==> src/rtl/servo_pwm_array.sv <==
// Multi-channel hobby-servo PWM generator: per-channel shadow targets written over
// a one-cycle strobe, frame-synchronous active widths with optional slew limiting.
module servo_pwm_array #(
  parameter int NUM_CH       = 4,
  parameter int CLK_DIV      = 391,
  parameter int PERIOD_TICKS = 4096,
  parameter int CENTER       = 384,
  parameter int RAMP_STEP    = 0
) (
  input  logic              clk,
  input  logic              reset,
  input  logic              wr_en,
  input  logic [2:0]        wr_ch,
  input  logic [9:0]        wr_data,
  output logic              wr_ack,
  output logic              wr_err,
  output logic              frame_start,
  output logic [NUM_CH-1:0] pwm_out,
  output logic [NUM_CH-1:0] busy
);

  localparam int              CW       = $clog2(PERIOD_TICKS);
  localparam int              DW       = $clog2(CLK_DIV);
  localparam logic [DW-1:0]   DIV_LAST = DW'(CLK_DIV - 1);
  localparam logic [CW-1:0]   FRM_LAST = CW'(PERIOD_TICKS - 1);
  localparam logic [9:0]      CTR      = 10'(CENTER);
  localparam logic [9:0]      STEP     = 10'(RAMP_STEP);
  localparam logic [3:0]      NCH      = 4'(NUM_CH);

  logic [DW-1:0]     div_cnt;
  logic [CW-1:0]     frame_cnt;
  logic              tick;
  logic [9:0]        act    [NUM_CH];
  logic [9:0]        target [NUM_CH];
  logic [NUM_CH-1:0] enable;

  // Write handshake: wr_en is a single-cycle strobe with no back-pressure; every
  // strobe is answered by exactly one wr_ack pulse on the next clk, wr_err qualifying it.
  logic       wr_valid;
  logic [9:0] wr_offset;
  logic [9:0] wr_target;
  logic [11:0] frame_w;

  assign tick     = (div_cnt == DIV_LAST);
  assign wr_valid = wr_en && ({1'b0, wr_ch} < NCH);
  assign frame_w  = 12'(frame_cnt);

  // Mode only scales the offset, so it is folded into the stored target width.
  always_comb begin
    wr_offset = wr_data[8] ? {2'b00, wr_data[6:0], 1'b0} : {3'b000, wr_data[6:0]};
    wr_target = wr_data[7] ? (CTR + wr_offset) : (CTR - wr_offset);
  end

  function automatic logic [9:0] ramp_to(input logic [9:0] a, input logic [9:0] t);
    logic [9:0] diff;
    logic [9:0] step;
    if (STEP == 10'd0) return t;
    diff = (a < t) ? (t - a) : (a - t);
    step = (diff > STEP) ? STEP : diff;
    return (a < t) ? (a + step) : (a - step);
  endfunction

  always_ff @(posedge clk) begin
    if (!reset) begin
      div_cnt     <= '0;
      frame_cnt   <= '0;
      frame_start <= 1'b0;
      wr_ack      <= 1'b0;
      wr_err      <= 1'b0;
      pwm_out     <= '0;
      enable      <= '0;
      for (int i = 0; i < NUM_CH; i++) begin
        act[i]    <= CTR;
        target[i] <= CTR;
      end
    end else begin
      div_cnt     <= tick ? '0 : div_cnt + DW'(1);
      if (tick) frame_cnt <= frame_cnt + CW'(1);
      frame_start <= tick && (frame_cnt == FRM_LAST);
      wr_ack      <= wr_en;
      wr_err      <= wr_en && !wr_valid;
      for (int i = 0; i < NUM_CH; i++) begin
        if (wr_valid && (wr_ch == 3'(i))) begin
          target[i] <= wr_target;
          enable[i] <= wr_data[9];
        end
        // Widths move only on the frame boundary so a pulse is never cut short.
        if (frame_start) act[i] <= ramp_to(act[i], target[i]);
        pwm_out[i] <= enable[i] && (frame_w < {2'b00, act[i]});
      end
    end
  end

  always_comb begin
    busy = '0;
    for (int i = 0; i < NUM_CH; i++) busy[i] = (act[i] != target[i]);
  end

endmodule

==> config.mk <==
export PLATFORM = sky130hd
export DESIGN_NAME = servo_pwm_array
export DESIGN_NICKNAME = d
export VERILOG_FILES = /design/src/rtl/servo_pwm_array.sv
export SDC_FILE = /design/constraint.sdc
export NUM_CORES = 1
export LEC_CHECK = 0
export ABC_AREA = 1
export BUFFER_PORTS_ARGS = -buffer_cell sky130_fd_sc_hd__buf_2
export CAP_MARGIN = 40
export CORE_MARGIN = 3
export CORE_UTILIZATION = 30
export CTS_BUF_LIST = sky130_fd_sc_hd__clkbuf_4 sky130_fd_sc_hd__clkbuf_8 sky130_fd_sc_hd__clkbuf_16
export DETAILED_ROUTE_END_ITERATION = 16
export PLACE_DENSITY = 0.53
export SLEW_MARGIN = 10
export SYNTH_ARGS = -nofsm -noshare
export SYNTH_HDL_FRONTEND = slang
export SYNTH_SLANG_ARGS = --single-unit
==> constraint.sdc <==
create_clock -name clk -period 1.7 [get_ports clk]
set_input_delay 0 -clock clk [delete_from_list [all_inputs] [get_ports clk]]
set_output_delay 0 -clock clk [all_outputs]
set_load 0.02 [all_outputs]
==> metrics.md, run 1 <==
| Metric | Value |
|---|---|
| Kind of critical path | `flip-flop to primary output` |
| IO Port Bufs | `26` |
| Synth area leaders | `edfxtp_1 39%, dfxtp_1 10%, nand2_1 10%, ha_1 8.1%, inv_1 8.0%` |
| HPWL after DPL | `10900 um` |
| # setup viols final | `0` |
| Multi-input gate area | `approximately 2600 sq um` |
| Rows | `just over 50` |
| Pre-antenna DRT Iters | `4` |
| Synth area leader | `edfxtp_1` |
| Worst Hold Class | `input pin to flip-flop` |
| Ys async rst share | `0%` |
| Synth Flop Type | `edfxtp_1` |
| Fin Clk Skew | `roughly 0.012 ns` |
| Most common cell in the synthesized netlist | `nand2_1` |
| Synth Cell Area | `~6200 sq um` |
| R2R Setup Slk | `roughly 0.22 ns` |
| Register area share after synthesis | `between 40 and 50%` |
| Final period util | `88.7%` |
| CTS Buf Count | `9` |
| Synth Net Count | `803` |
| Outcome | `completed` |
| Final GP Congestion | `around 0.82` |
| Relative slew slack | `approximately three fifths` |
| Post-CTS setup repair buffer count | `0` |
| Max Cap Viol | `0` |
| Vias in the first global route | `4412` |
| Final instance area | `7180 sq um` |
| Routing usage on met1 | `about a fifth` |
| Die area | `22400 sq um` |
| FILL cells | `2037` |
| Core Region | `19800 sq um` |
| Met2 Use GR | `approximately 22%` |
| Clock slew at reported path FFs | `approximately 0.090 ns` |
| Clk root buf | `clkbuf_16` |
| Largest net degree at the start of global routing | `between 40 and 50` |
| RSZ-0062 raised after global routing | `false` |
| GRT Residual Overflow | `0` |
| Routed Antenna Nets | `0` |
| Highest fanout seen on the critical path | `2` |
| Via count | `4717` |
| WL per Instance | `approximately 13 um` |
| Worst Reg-to-Reg Cells | `8` |
| Cell count after synthesis | `747` |
| Finished Core Util | `36.2%` |
| Critical Path AT | `around 1.5 ns` |
| Gr busiest metal | `met2` |
| Antenna diodes | `0` |
| Min Tclk post-route | `around 1.5 ns` |
| Top cells by count, synth | `165 x nand2_1, 132 x inv_1, 126 x nor2_1` |
| DRT iter0 DRCs | `between 200 and 300` |
| Placed cell area | `just under 7000 sq um` |
| First-pass GRT wire length | `about 23000 um` |
| Measured slew at the worst slew-check pin | `approximately 0.6 ns` |
| CTS tree | `done` |
| GR Util All Layers | `approximately 14%` |
| FF+latch count, synth | `roughly 110` |
| Unique masters post-synth | `34` |
| Power, Total | `about 5900 uW` |
| Hold depth | `5` |
| Ports | `27` |
| Chip Height | `~150 um` |
| Crit Reg-Reg Startpoint | `frame_cnt[7]` |
| Area delta synth->final | `15.9%` |
| Worst Hold Path EP | `enable[0]` |
| DRC | `0` |
| Slew Viols, Final | `0` |
| Post-synth EDFFs | `80` |
| Fmax | `663 MHz` |
| Layout cells sized above 1 | `between 10% and 20%` |
| Worst Setup End Kind | `primary output` |
| Leakage power | `~0.0033 uW` |
| PwrDens | `around 820 nW/um^2` |
| Average size of a mapped cell | `between 8 and 9 sq um` |
| Peak supply drop | `roughly 0.59 mV` |
| Setup_tns | `0 ns` |
| CP Data Required Time | `roughly 1.7 ns` |
| Vias per cell | `about 4.4` |
| Post-Route WL | `roughly 14000 um` |
| Worst reg2reg path endpoint | `pwm_out[2]` |
| Sink Count | `around 110` |
| Post-layout nets | `approximately 860` |
| Startpoint Class | `flip-flop` |
| Worst-case clock buffer depth | `2` |
| Yosys top cell area share | `just under 40%` |
| H-tree levels | `3` |
| HP Start | `wr_ch[1]` |
| Starting density of the core | `31.2%` |
| Final Hold Fails | `0` |
| Worst skew pair latency | `roughly 0.37 ns` |
| Met3 track demand over resource | `2.57%` |
| Initial antenna violation count | `0` |
| Yosys Warn Count | `0` |
| FF+latch area | `3040 sq um` |
| Die width | `150 um` |
-- worst max-delay path, cell delays in order (launching register included) --
cell      delay, ns
edfxtp_1       0.41
inv_1          0.09
nor2_1         0.04
nor4_1         0.28
nand4_1        0.14
buf_2          0.19
-- layout make-up --
cell class,instances,area share (%)
Sequential cell,112,42.4
Multi-Input combinational cell,490,36.0
Inverter,137,7.27
Timing Repair Buffer,57,5.41
Tap cell,265,4.62
Clock buffer,9,3.14
Clock inverter,7,1.12
-- per-layer routing --
metal / up-vias / wire length, um
li1: 2499 / -
met1: 2121 / 6950
met2: 85 / 6590
met3: 12 / 791
met4: 0 / 154
met5: - / 0
-- where the power goes --
| group | switching [uW] | internal, uW | leakage, uW | total [uW] |
|---|---|---|---|---|
| combinational | 342 | 176 | 0.00217 | 519 |
| clock | 1160 | 1060 | 0.000146 | 2220 |
| sequential | 77.5 | 3040 | 0.00103 | 3120 |
-- state kept, by name (all words and copies together) (netlist names) --
register,count
frame_cnt,12
wr_ack,1
pwm_out,4
frame_start,1
enable,4
div_cnt,9
wr_err,1
target,40
act,40
-- cell usage in the layout (no fill, tap or decap), types with 6 or more instances in the layout --
cell	count
a21oi_1	30
buf_2	26
buf_4	25
clkbuf_16	9
dfxtp_1	32
edfxtp_1	80
ha_1	40
inv_1	132
nand2_1	163
nand2_2	8
nand3_1	30
nand4_1	18
nor2_1	126
nor2_2	6
nor3_1	18
o21ai_0	13
xor2_1	15
-- cell families (layout without fill, tap and decap cells) --
kind of cell / after synthesis / count (layout) / synth area share, %
buf+inv: 145 / 210 / 9.17
fa+ha+maj: 40 / 40 / 8.08
mux: 1 / 1 / 0.162
compound gates: 45 / 45 / 3.76
xor+xnor: 17 / 17 / 2.40
flops: 112 / 112 / 49.1
simple gates: 387 / 387 / 27.3
-- how the worst max path moves through the flow --
stage	startpoint	to	slack (ns)	cells past startpoint
2_1_floorplan	frame_start	act[0][0]	0.28	1
3_3_place_gp	wr_data[8]	target[0][4]	0.11	7
3_5_place_dp	wr_data[8]	target[2][4]	0.07	7
4_1_cts	wr_ch[2]	target[0][7]	0.14	7
5_1_grt	div_cnt[0]	frame_cnt[9]	0.02	10
6_report	target[1][3]	busy[1]	0.19	5
-- stage by stage --
step,setup WS (ns),hold WS [ns],std cells
after floorplan,0.280,0.116,747
after global placement,0.113,0.231,1056
after detailed placement,0.0738,0.236,1056
after CTS,0.138,0.00751,1077
after global routing,0.0154,0.0808,1077
final,0.191,0.0373,1077
-- what timing repair did --
action	4_1_cts	5_1_grt
resized for setup	0	2
hold buffers	5	0
endpoints found under the hold margin	11	0
setup endpoints to repair	0	20
Power figures use the tool's default switching activity.
==> run 2, diff against run 1 <==
Clock period 1.7 ns to 1.51 ns, I/O delays scaled along.
==> run 2 against run 1 <==
Against the previous run:
- the flow now finishes with violations (negative setup slack)
- largest cell class unchanged
- critical path type unchanged
- final cell count up 1.7%
- power up 14%
- critical path depth unchanged
- worst hold slack worse by 0.020 ns
- clock-buffer cell count up 1
- flip-flop and latch count unchanged
- largest power group unchanged
- critical endpoint is now busy[2]
==> metrics.md, run 2 (synthesis gave the netlist of run 1 again) <==
| Metric | Value |
|---|---|
| Outcome | `finished with violations` |
| Failing checks | `negative setup slack` |
| Placed cell area | `7010 sq um (+2.9%)` |
| Final Hold Fails | `0 (unchanged)` |
| Measured slew at the worst slew-check pin | `0.356 ns (-0.242 ns)` |
| Pre-CTS setup slack | `0.0665 ns (-0.00727 ns)` |
| Fmax | `~660 MHz` |
| Core Region | `19800 sq um (unchanged)` |
| WL per Instance | `13.4 um (-0.20%)` |
| Post-Route WL | `14700 um (+1.5%)` |
| Max Cap Viol | `0 (unchanged)` |
| Slew Viols, Final | `0 (unchanged)` |
| Crit-path cells | `inv_2 -> nor2_2 -> nor4_2 -> nand4_1 -> buf_4` |
| Highest fanout seen on the critical path | `2 (unchanged)` |
| First-pass GRT wire length | `23400 um (+0.65%)` |
| Finished Core Util | `37.7% (+1.6 points)` |
| Worst skew pair latency | `0.36 ns (about the same)` |
| Worst Hold Path EP | `enable[0]` |
| CTS tree | `done` |
| Die area | `22400 sq um (unchanged)` |
| Critical Path AT | `1.52 ns (about the same)` |
| Pre-antenna DRT Iters | `4 (unchanged)` |
| Sink Count | `112 (unchanged)` |
| Worst Setup End Kind | `primary output` |
| RSZ-0062 raised after global routing | `true` |
| Clk root buf | `clkbuf_16` |
| Die width | `150 um (unchanged)` |
| Clock slew at reported path FFs | `0.08 ns (about the same)` |
| Worst reg2reg path endpoint | `frame_cnt[8]` |
| Gr busiest metal | `met2` |
| Largest net degree at the start of global routing | `41 (unchanged)` |
| Peak supply drop | `0.434 mV (-27%)` |
| Crit Reg-Reg Startpoint | `frame_cnt[1]` |
| Startpoint Class | `flip-flop` |
| Critical Path Max Stage Delay | `0.42 ns (about the same)` |
| # setup viols final | `1 (+1)` |
| DRT iter0 DRCs | `375 (+43%)` |
| Via count | `4797 (+1.7%)` |
| GRT Residual Overflow | `0 (unchanged)` |
| Setup_tns | `-0.00548 ns (-0.00548 ns)` |
| Leakage power | `0.00349 uW (+4.4%)` |
| CTS Buf Count | `9 (unchanged)` |
| Hold depth | `5 (unchanged)` |
| Met2 Use GR | `21.6% (-0.20 points)` |
| Worst-case clock buffer depth | `2 (unchanged)` |
| Met3 track demand over resource | `2.00% (-0.58 points)` |
| GR Util All Layers | `13.7% (+0.13 points)` |
| Most frequent cells in the layout | `164 x nand2_1, 127 x inv_1, 123 x nor2_1` |
| DRC | `0 (unchanged)` |
| H-tree levels | `3 (unchanged)` |
| Min Tclk post-route | `roughly 1.5 ns` |
| IO Port Bufs | `26 (unchanged)` |
| Vias per cell | `4.38 (about the same)` |
| Final period util | `100%` |
| Final instance area | `7490 sq um (+4.4%)` |
| Ports | `27 (unchanged)` |
| Rows | `51 (unchanged)` |
| Regs by FF count | `act (40), target (40), frame_cnt (12)` |
| R2R Setup Slk | `0.15 ns (-0.07 ns)` |
| Crit-path slowest cell | `edfxtp_1` |
| HP Start | `wr_ch[0]` |
| Kind of critical path | `flip-flop to primary output` |
| FILL cells | `2027 (-0.49%)` |
| Fin Clk Skew | `0.00740 ns (-0.00443 ns)` |
| Relative slew slack | `76.2% (+16 points)` |
| Vias in the first global route | `4468 (+1.3%)` |
| Routed Antenna Nets | `0 (unchanged)` |
| Worst Hold Class | `input pin to flip-flop` |
| Worst Reg-to-Reg Cells | `8 (unchanged)` |
| Post-route setup slack | `-0.00548 ns (-0.197 ns)` |
| Area delta synth->final | `20.9%` |
| Chip Height | `150 um (unchanged)` |
| Initial antenna violation count | `0 (unchanged)` |
| Starting density of the core | `31.2% (unchanged)` |
| Hold_ws | `0.0171 ns (-0.0203 ns)` |
| CP Data Required Time | `1.51 ns (-0.19 ns)` |
| PwrDens | `893 nW/um^2 (+9.4%)` |
| HPWL after DPL | `11100 um (+2.0%)` |
| Commonest non-fill, non-tap cell in the layout | `nand2_1` |
| Routing usage on met1 | `19.6% (+0.63 points)` |
| Post-layout nets | `881 (+2.1%)` |
| Layout cells sized above 1 | `16.7% (+4.3 points)` |
| Antenna diodes | `0 (unchanged)` |
| Final GP Congestion | `0.807 (-1.8%)` |
run 2: cell count changes in the layout (fill, tap and decap cells not counted), moves of 3 or more:
cell / previous run / this run
nor3_2: 1 / 4
buf_4: 25 / 39
buf_12: 1 / 9
a21oi_2: 1 / 4
nor3_1: 18 / 15
inv_1: 132 / 127
buf_2: 26 / 23
a21oi_1: 30 / 27
nor2_1: 126 / 123
inv_2: 2 / 7
run 2: layout make-up:
class | instances | area, sq um | share of cell area, %
inverter | 137 | 522 | 6.97
clock inverter | 6 | 75.1 | 1.00
clock buffer | 10 | 233 | 3.11
timing repair buffer | 75 | 629 | 8.40
tap | 265 | 332 | 4.43
sequential | 112 | 3050 | 40.7
multi-input combinational | 490 | 2650 | 35.4
run 2: metrics by stage:
step	cells	power (uW)
finish	1095	6690
global route	1095	7000
CTS	1091	6760
detailed placement	1069	4210
global placement	1069	4210
floorplan	747	3940
run 2: power breakdown:
group	internal (uW)	leakage [uW]	switching, uW
combinational	251	0.00231	405
clock	1340	0.000149	1180
sequential	3430	0.00103	90.5
total	5010	0.00349	1680
run 2: worst max path at each step:
stage,endpoint,cells past startpoint,start,slack [ns]
after floorplan,act[0][0],1,frame_start,0.09
after global placement,target[3][4],8,wr_data[8],0.07
after detailed placement,target[3][4],8,wr_data[8],0.07
after CTS,busy[2],5,act[2][2],-0.03
after global routing,busy[2],5,act[2][2],-0.10
final,busy[2],5,act[2][2],-0.005
run 2: worst max-delay path, delay by kind of cell, from the launching register on:
kind,cells,cell delay (ns)
and+or+nand+nor,3,0.47
DFF,1,0.42
buffers and inverters,2,0.27
run 2: repair_timing:
action	in CTS	in global routing
hold endpoints to repair	6	0
gates resized for setup	2	24
hold buffers	3	0
buffers inserted	3	5
endpoints found under the setup margin	4	63
pin swaps	5	11
run 2: metal layers:
| layer | wire length [um] | vias up |
|---|---|---|
| li1 | - | 2536 |
| met1 | 7500 | 2183 |
| met2 | 6550 | 67 |
| met3 | 473 | 11 |
| met4 | 166 | 0 |
| met5 | 0 | - |
